--- src/rtl/arbiter_bus_mux.sv ---
// Bus-side stage behind the 3-way round-robin arbiter: runs one register-bus
// transaction per grant, returns ack/err/rdata, and times out a stalled slave.
module arbiter_bus_mux #(
    parameter int AW      = 8,
    parameter int DW      = 8,
    parameter int TIMEOUT = 15
) (
    input  logic          clk,
    input  logic          rst,
    input  logic          gnt0,
    input  logic          gnt1,
    input  logic          gnt2,
    input  logic [AW-1:0] addr0,
    input  logic [AW-1:0] addr1,
    input  logic [AW-1:0] addr2,
    input  logic [DW-1:0] wdata0,
    input  logic [DW-1:0] wdata1,
    input  logic [DW-1:0] wdata2,
    input  logic          we0,
    input  logic          we1,
    input  logic          we2,
    output logic          ack0,
    output logic          ack1,
    output logic          ack2,
    output logic          err,
    output logic [DW-1:0] rdata,
    output logic          gnt_conflict,
    output logic          bus_cyc,
    output logic          bus_we,
    output logic [AW-1:0] bus_addr,
    output logic [DW-1:0] bus_wdata,
    input  logic [DW-1:0] bus_rdata,
    input  logic          bus_ack
);

    localparam int CW = (TIMEOUT > 2) ? $clog2(TIMEOUT) : 1;

    typedef enum logic [1:0] {IDLE, ACTIVE, RESP, HOLD} state_t;

    state_t        state_q;
    logic [1:0]    idx_q;
    logic [CW-1:0] cnt_q;
    logic [2:0]    ack_q;
    logic          err_q;
    logic [DW-1:0] rdata_q;
    logic          conflict_q;
    logic          bus_cyc_q;
    logic          bus_we_q;
    logic [AW-1:0] bus_addr_q;
    logic [DW-1:0] bus_wdata_q;

    logic [2:0]    gnt_v;
    logic [1:0]    idx_d;
    logic          multi_d;
    logic [AW-1:0] addr_d;
    logic [DW-1:0] wdata_d;
    logic          we_d;

    assign gnt_v   = {gnt2, gnt1, gnt0};
    assign multi_d = (gnt0 & gnt1) | (gnt0 & gnt2) | (gnt1 & gnt2);

    // Lowest set grant wins if the arbiter ever hands out more than one.
    always_comb begin
        idx_d   = 2'd0;
        addr_d  = addr0;
        wdata_d = wdata0;
        we_d    = we0;
        if (!gnt0 && gnt1) begin
            idx_d   = 2'd1;
            addr_d  = addr1;
            wdata_d = wdata1;
            we_d    = we1;
        end else if (!gnt0 && !gnt1 && gnt2) begin
            idx_d   = 2'd2;
            addr_d  = addr2;
            wdata_d = wdata2;
            we_d    = we2;
        end
    end

    always_ff @(posedge clk or negedge rst) begin
        if (!rst) begin
            state_q     <= IDLE;
            idx_q       <= 2'd0;
            cnt_q       <= '0;
            ack_q       <= 3'b000;
            err_q       <= 1'b0;
            rdata_q     <= '0;
            conflict_q  <= 1'b0;
            bus_cyc_q   <= 1'b0;
            bus_we_q    <= 1'b0;
            bus_addr_q  <= '0;
            bus_wdata_q <= '0;
        end else begin
            case (state_q)
                IDLE: begin
                    if (|gnt_v) begin
                        idx_q       <= idx_d;
                        bus_addr_q  <= addr_d;
                        bus_wdata_q <= wdata_d;
                        bus_we_q    <= we_d;
                        bus_cyc_q   <= 1'b1;
                        cnt_q       <= '0;
                        state_q     <= ACTIVE;
                        if (multi_d) conflict_q <= 1'b1;
                    end
                end
                ACTIVE: begin
                    // A slave ack on the timeout edge still counts as success.
                    if (bus_ack) begin
                        bus_cyc_q <= 1'b0;
                        if (!bus_we_q) rdata_q <= bus_rdata;
                        ack_q     <= 3'b001 << idx_q;
                        err_q     <= 1'b0;
                        state_q   <= RESP;
                    end else if (cnt_q == CW'(TIMEOUT - 1)) begin
                        bus_cyc_q <= 1'b0;
                        ack_q     <= 3'b001 << idx_q;
                        err_q     <= 1'b1;
                        state_q   <= RESP;
                    end else begin
                        cnt_q <= cnt_q + 1'b1;
                    end
                end
                RESP: begin
                    ack_q   <= 3'b000;
                    err_q   <= 1'b0;
                    state_q <= HOLD;
                end
                HOLD: begin
                    // One transfer per grant: wait for the grant to drop.
                    if (!gnt_v[idx_q]) state_q <= IDLE;
                end
                default: state_q <= IDLE;
            endcase
        end
    end

    assign ack0         = ack_q[0];
    assign ack1         = ack_q[1];
    assign ack2         = ack_q[2];
    assign err          = err_q;
    assign rdata        = rdata_q;
    assign gnt_conflict = conflict_q;
    assign bus_cyc      = bus_cyc_q;
    assign bus_we       = bus_we_q;
    assign bus_addr     = bus_addr_q;
    assign bus_wdata    = bus_wdata_q;

endmodule
--- config.mk ---
export PLATFORM = sky130hd
export DESIGN_NAME = arbiter_bus_mux
export DESIGN_NICKNAME = d
export VERILOG_FILES = /design/src/rtl/arbiter_bus_mux.sv
export SDC_FILE = /design/constraint.sdc
export NUM_CORES = 1
export LEC_CHECK = 0
export ABC_AREA = 1
export ABC_CLOCK_PERIOD_IN_PS = 3100
export CAP_MARGIN = 20
export CORE_UTILIZATION = 35
export DETAILED_ROUTE_END_ITERATION = 6
export GPL_TIMING_DRIVEN = 0
export HOLD_SLACK_MARGIN = 0.08
export PLACE_DENSITY = 0.7
export SYNTH_ARGS = -nofsm -noshare
export SYNTH_HDL_FRONTEND = slang
export SYNTH_SLANG_ARGS = --single-unit
--- constraint.sdc ---
create_clock -name clk -period 3.1 [get_ports clk]
set_input_delay 0.775 -clock clk [delete_from_list [all_inputs] [get_ports clk]]
set_output_delay 0.775 -clock clk [all_outputs]
set_load 0.1 [all_outputs]
[Word-level counts from Yosys, hierarchy flattened]
Cells that the tools add are included.
Cells by class
  $add $sub $neg: 1
  magnitude comparators: 1
  equal/unequal tests: 9
  shift-type cells: 1
  multiplexer cells: 29
  bitwise operators: 6
  reductions and logical operators: 16
Operators with widths (number)
  two-way mux 8 bit: 4
  two-way mux 2 bit: 6
  two-way mux 4 bit: 3
  AND reduction 3 bit: 4
  two-way mux 1 bit: 8
  inequality test 2 bit, second input constant: 4
  one-hot mux 2 bit (4 select lines): 1
  one-hot mux 4 bit (2 select lines): 1
  two-way mux 3 bit: 2
  one-hot mux 3 bit (2 select lines): 1
  adder 4 x 1 -> 4 bit, second input constant: 1
  == test 2 bit, second input constant: 2
  == test 4 bit, second input constant: 1
  one-hot mux 1 bit (2 select lines): 2
  AND reduction 2 bit: 2
  AND reduction 4 bit: 1
  nonzero test 2 bit: 2
  bitwise AND 1 bit: 3
  logical AND 1 bit: 3
  < comparator 2 x 3 -> 1 bit, second input constant: 1
  inequality test 3 bit, second input constant: 1
  OR reduction 3 bit: 1
  << shifter 1 x 2 -> 3 bit, first input constant: 1
  binary-select mux 1 bit (select 2 bit): 1
  other kinds (5): 7
Storage, ports and cells
  bits in registers: 39
  input port bits: 65
  output and inout port bits: 31

[Depth between registers and ports, before layout]
  depth in word-level cells: 5
  mapped depth: 9

[Worst setup path before layout]
OpenSTA, ideal clock, no wires.
  path kind: register to register
  start: reg bus_we_q, in the netlist bus_we
  end: reg rdata_q[0], in the netlist rdata[0]
  data arrival time: 1565 ps
  data required time: 2974 ps
  setup slack: 1409 ps
  stages on the path, launching flop included: 4
  path through: dfrtp_1 -> nor2_1 -> nand2_2 -> mux2_2
Between the ends
  cells in the longest elaborated chain, start to end: 2
RTL lines
  start: declaration: RTL line 48  | logic bus_we_q;
  start signal: assignment: RTL line 101  | bus_we_q <= we_d;
  inverter 1 bit (no line)
  AND reduction 3 bit (no line)
  end signal: assignment: RTL line 112  | if (!bus_we_q) rdata_q <= bus_rdata;
  end: declaration: RTL line 45  | logic [DW-1:0] rdata_q;
No other way between the ends.
A chain may end at the register's enable or synchronous reset.

[Worst setup path after layout]
  start: reg bus_we_q, in the netlist bus_we
  end: out bus_we
RTL lines
  end: declaration: RTL line 29  | output logic bus_we,
No word-level cell between the ends.

==> Flow_metrics.wiki <==
{| class="wikitable"
! Metric !! Value
|-
| Number of unique standard cell types used by synthesis || 28
|-
| Net count reported at finish || 447
|-
| Unrepaired setup endpoints after global routing || false
|-
| Average detailed-routed wire length per instance || roughly 13 um
|-
| Share of layout cells above drive strength 1 || a little over an eighth
|-
| Die area || a little under 7000 um2
|-
| Root cell of the clock tree || sky130_fd_sc_hd__clkbuf_8
|-
| Capturing instance or port of the critical path || bus_we
|-
| Cell area after synthesis || about 2300 um2
|-
| Via count || 2186
|-
| Final setup TNS || 0 ns
|-
| First-pass GRT wire length || approximately 9100 um
|-
| Headroom to the max-slew limit || around a third
|-
| Maximum fanout count along the critical path || 3
|-
| Clock input transition at the sequential cells of the worst setup and hold paths || ~0.080 ns
|-
| Reg2Reg Capture Point || rdata[2]
|-
| Final period demand of the worst path || 2.63 ns
|-
| Worst-Skew Late Latency || about 0.29 ns
|-
| Peak supply drop || 713 uV
|-
| Critical Path, Cell by Cell || clkdlybuf4s50_1
|-
| Critical path depth in cells || 1
|-
| Post-CTS repair timing setup buffer count || 0
|-
| Die Height || 82.7 um
|-
| Number of DRC markers after the initial detailed-route iteration || 102
|-
| Top cells by area, synth || sky130_fd_sc_hd__dfrtp_1, sky130_fd_sc_hd__nand2_1, sky130_fd_sc_hd__nand3_1, sky130_fd_sc_hd__nand3b_1, sky130_fd_sc_hd__a21oi_1
|-
| Post-Syn Area per Cell || approximately 8.4 um2
|-
| CP delay by family, top || buffers and inverters
|-
| Area share of the leading cell type in the synthesized netlist || between 40 and 50%
|-
| Die W || 82.7 um
|-
| Switching power as a share of total power || around three fifths
|-
| Number of antenna violations at the first check in global routing || 0
|-
| Data arrival at the endpoint of the critical path || between 1.5 and 2 ns
|-
| Switching power || 2310 uW
|-
| Cts hold-fix bufs || 0
|-
| Required time worst endpoint || 2.32 ns
|-
| Post-detailed-route DRC marker count || 0
|-
| Row count || 29
|-
| Quantity of I/O buffers inserted on ports || 95
|-
| Outcome || finished clean
|-
| Power density over the cells || between 1000 and 1500 nW/um2
|-
| Gate count of the mapped netlist || 273
|-
| Effective utilization at floorplan || a little over a third
|-
| WS Path Type || reg2out
|-
| Number of buffers and inverters on the critical path || 1
|-
| Overall routing resource usage || ~18%
|-
| Number of I/O pins || 96
|-
| Number of clock buffers inserted by TritonCTS || 5
|-
| Routed wire length || just under 6000 um
|-
| Post-Syn Nets || about 340
|-
| Area of the placeable core || about 6300 um2
|-
| Register share of total power || roughly 23%
|-
| Total congestion overflow || 0
|-
| TritonCTS clock tree || done
|-
| # clock sinks || 39
|-
| Number of warnings printed during yosys synthesis || 0
|-
| Slowest cell on crit path || sky130_fd_sc_hd__clkdlybuf4s50_1
|-
| Leakage power || between 0.0015 and 0.002 uW
|-
| Period Utilization, post-route || 84.9%
|-
| Clk network pwr share || between 8 and 9%
|-
| Number of cells upsized or downsized after cts || 0
|-
| Worst R2R Path Depth || 6
|-
| Largest stage delay on the critical path || ~1.2 ns
|-
| Flops & latches, synth || 39
|-
| Worst min path class || in2async
|-
| Remaining antenna violation count after routing || 0
|-
| Max Cap Violations || 0
|-
| Post-synth top area cell || sky130_fd_sc_hd__dfrtp_1
|-
| Launch instance of the worst register-to-register path || state_q[1]
|-
| Maximum number of pins on one net before global-route repair || 30
|-
| Count of antenna diodes in the layout || 0
|-
| Pins Over Slew Limit || 0
|-
| Int Power || about 1600 uW
|-
| Setup slack of the worst register-to-register path || ~1.4 ns
|-
| Fin Hold WS || ~0.36 ns
|-
| F_max || around 380 MHz
|-
| Drt via density || 4.81
|-
| Final Hold Violating Endpoints || 0
|-
| Setup violations, final || 0
|-
| Number of buffers on the longest clock path || 2
|-
| Worst Tran Pin Value || about 0.99 ns
|-
| First-pass DRT Iterations || 4
|-
| Combinational power share || 68.6%
|-
| Number of global-route vias before repair || just over 2000
|-
| H-tree levels || 2
|-
| Sequential fraction of the synthesis area || a little over two fifths
|-
| Most frequent cells in the layout || sky130_fd_sc_hd__clkdlybuf4s50_1, sky130_fd_sc_hd__nand2_1, sky130_fd_sc_hd__dfrtp_1
|-
| Gp weighted congestion || 0.797
|-
| Setup skew after layout || ~0.0078 ns
|-
| Worst setup startpoint || bus_we
|-
| Most common cell after layout, fill and taps aside || sky130_fd_sc_hd__clkdlybuf4s50_1
|-
| Kind of start point of the critical path || flop
|-
| Area growth from synthesis to layout || 50.5%
|-
| Placed wire-length estimate after detailed placement || 4430 um
|-
| Crit end category || output port
|}
[synth_stat cells (all sizes together)]
cell type,n
a21o,1
a21oi,34
buf,10
dfrtp,39
ha,6
inv,32
mux2,8
nand2,61
nand3,29
nand3b,16
nor2,27
nor3b,1
o21ai,7
or2,1
xnor2,1
[cell type report]
class                   count  area, um2
clock inverters             3       20.0
inverters                  32        123
plain buffers              10       98.8
multi-input cells         192       1080
fillers                   626       2880
repair buffers             96        966
flip-flops and latches     39        976
clock buffers               5       68.8
well taps                  77       96.3
[power groups by stage]
stage	clock [uW]	combinational, uW	sequential [uW]
6_report	347	2680	880
5_1_grt	377	2830	921
4_1_cts	359	2690	884
3_5_place_dp	0	2690	887
3_3_place_gp	0	2660	883
2_1_floorplan	0	662	2240
[sequential cells by signal, indices dropped and copies added (netlist names)]
signal,count
cnt_q,4
bus_we,1
bus_cyc,1
rdata,8
gnt_conflict,1
bus_addr,8
bus_wdata,8
idx_q,2
state_q,2
ack_q,3
err,1
[worst min-delay path by stage]
stage                            start            to  slack (ns)  cells past startpoint
after global placement    gnt_conflict  gnt_conflict        0.46                      1
final                              rst  bus_wdata[3]        0.36                      1
after CTS                          rst      ack_q[0]        0.36                      1
after detailed placement  gnt_conflict  gnt_conflict        0.47                      1
after floorplan               cnt_q[3]      cnt_q[3]        0.47                      2
after global routing               rst      ack_q[0]        0.37                      1
[cells by family after synthesis]
| group | after synthesis | synth area share (%) |
|---|---|---|
| buffers and inverters | 42 | 9.71 |
| muxes | 8 | 3.95 |
| DFF | 39 | 42.8 |
| and+or+nand+nor | 135 | 28.6 |
| xor gates and xnor gates | 1 | 0.384 |
| AOI/OAI and AO/OA | 42 | 11.3 |
| adders and majority gates | 6 | 3.29 |
[metrics by stage]
| step | power [uW] | setup WS, ns | instance area, um2 | utilization, % | cells |
|---|---|---|---|---|---|
| after floorplan | 2900 | 1.41 | 2280 | - | 273 |
| after global placement | 3540 | 0.186 | 3330 | 52.7 | 445 |
| after detailed placement | 3580 | 0.778 | 3340 | 53.0 | 446 |
| after CTS | 3930 | 0.448 | 3430 | 54.4 | 454 |
| after global routing | 4130 | 0.437 | 3430 | 54.4 | 454 |
| final | 3910 | 0.469 | 3430 | 54.4 | 454 |
[metal layers]
layer / share of wire (%) / global-route usage, %
met5: 0 / 0
met4: 1.1 / 7.24
met3: 5.2 / 4.40
met2: 49 / 29.3
met1: 45 / 21.8
No activity file was read; power rests on OpenSTA's default activity.
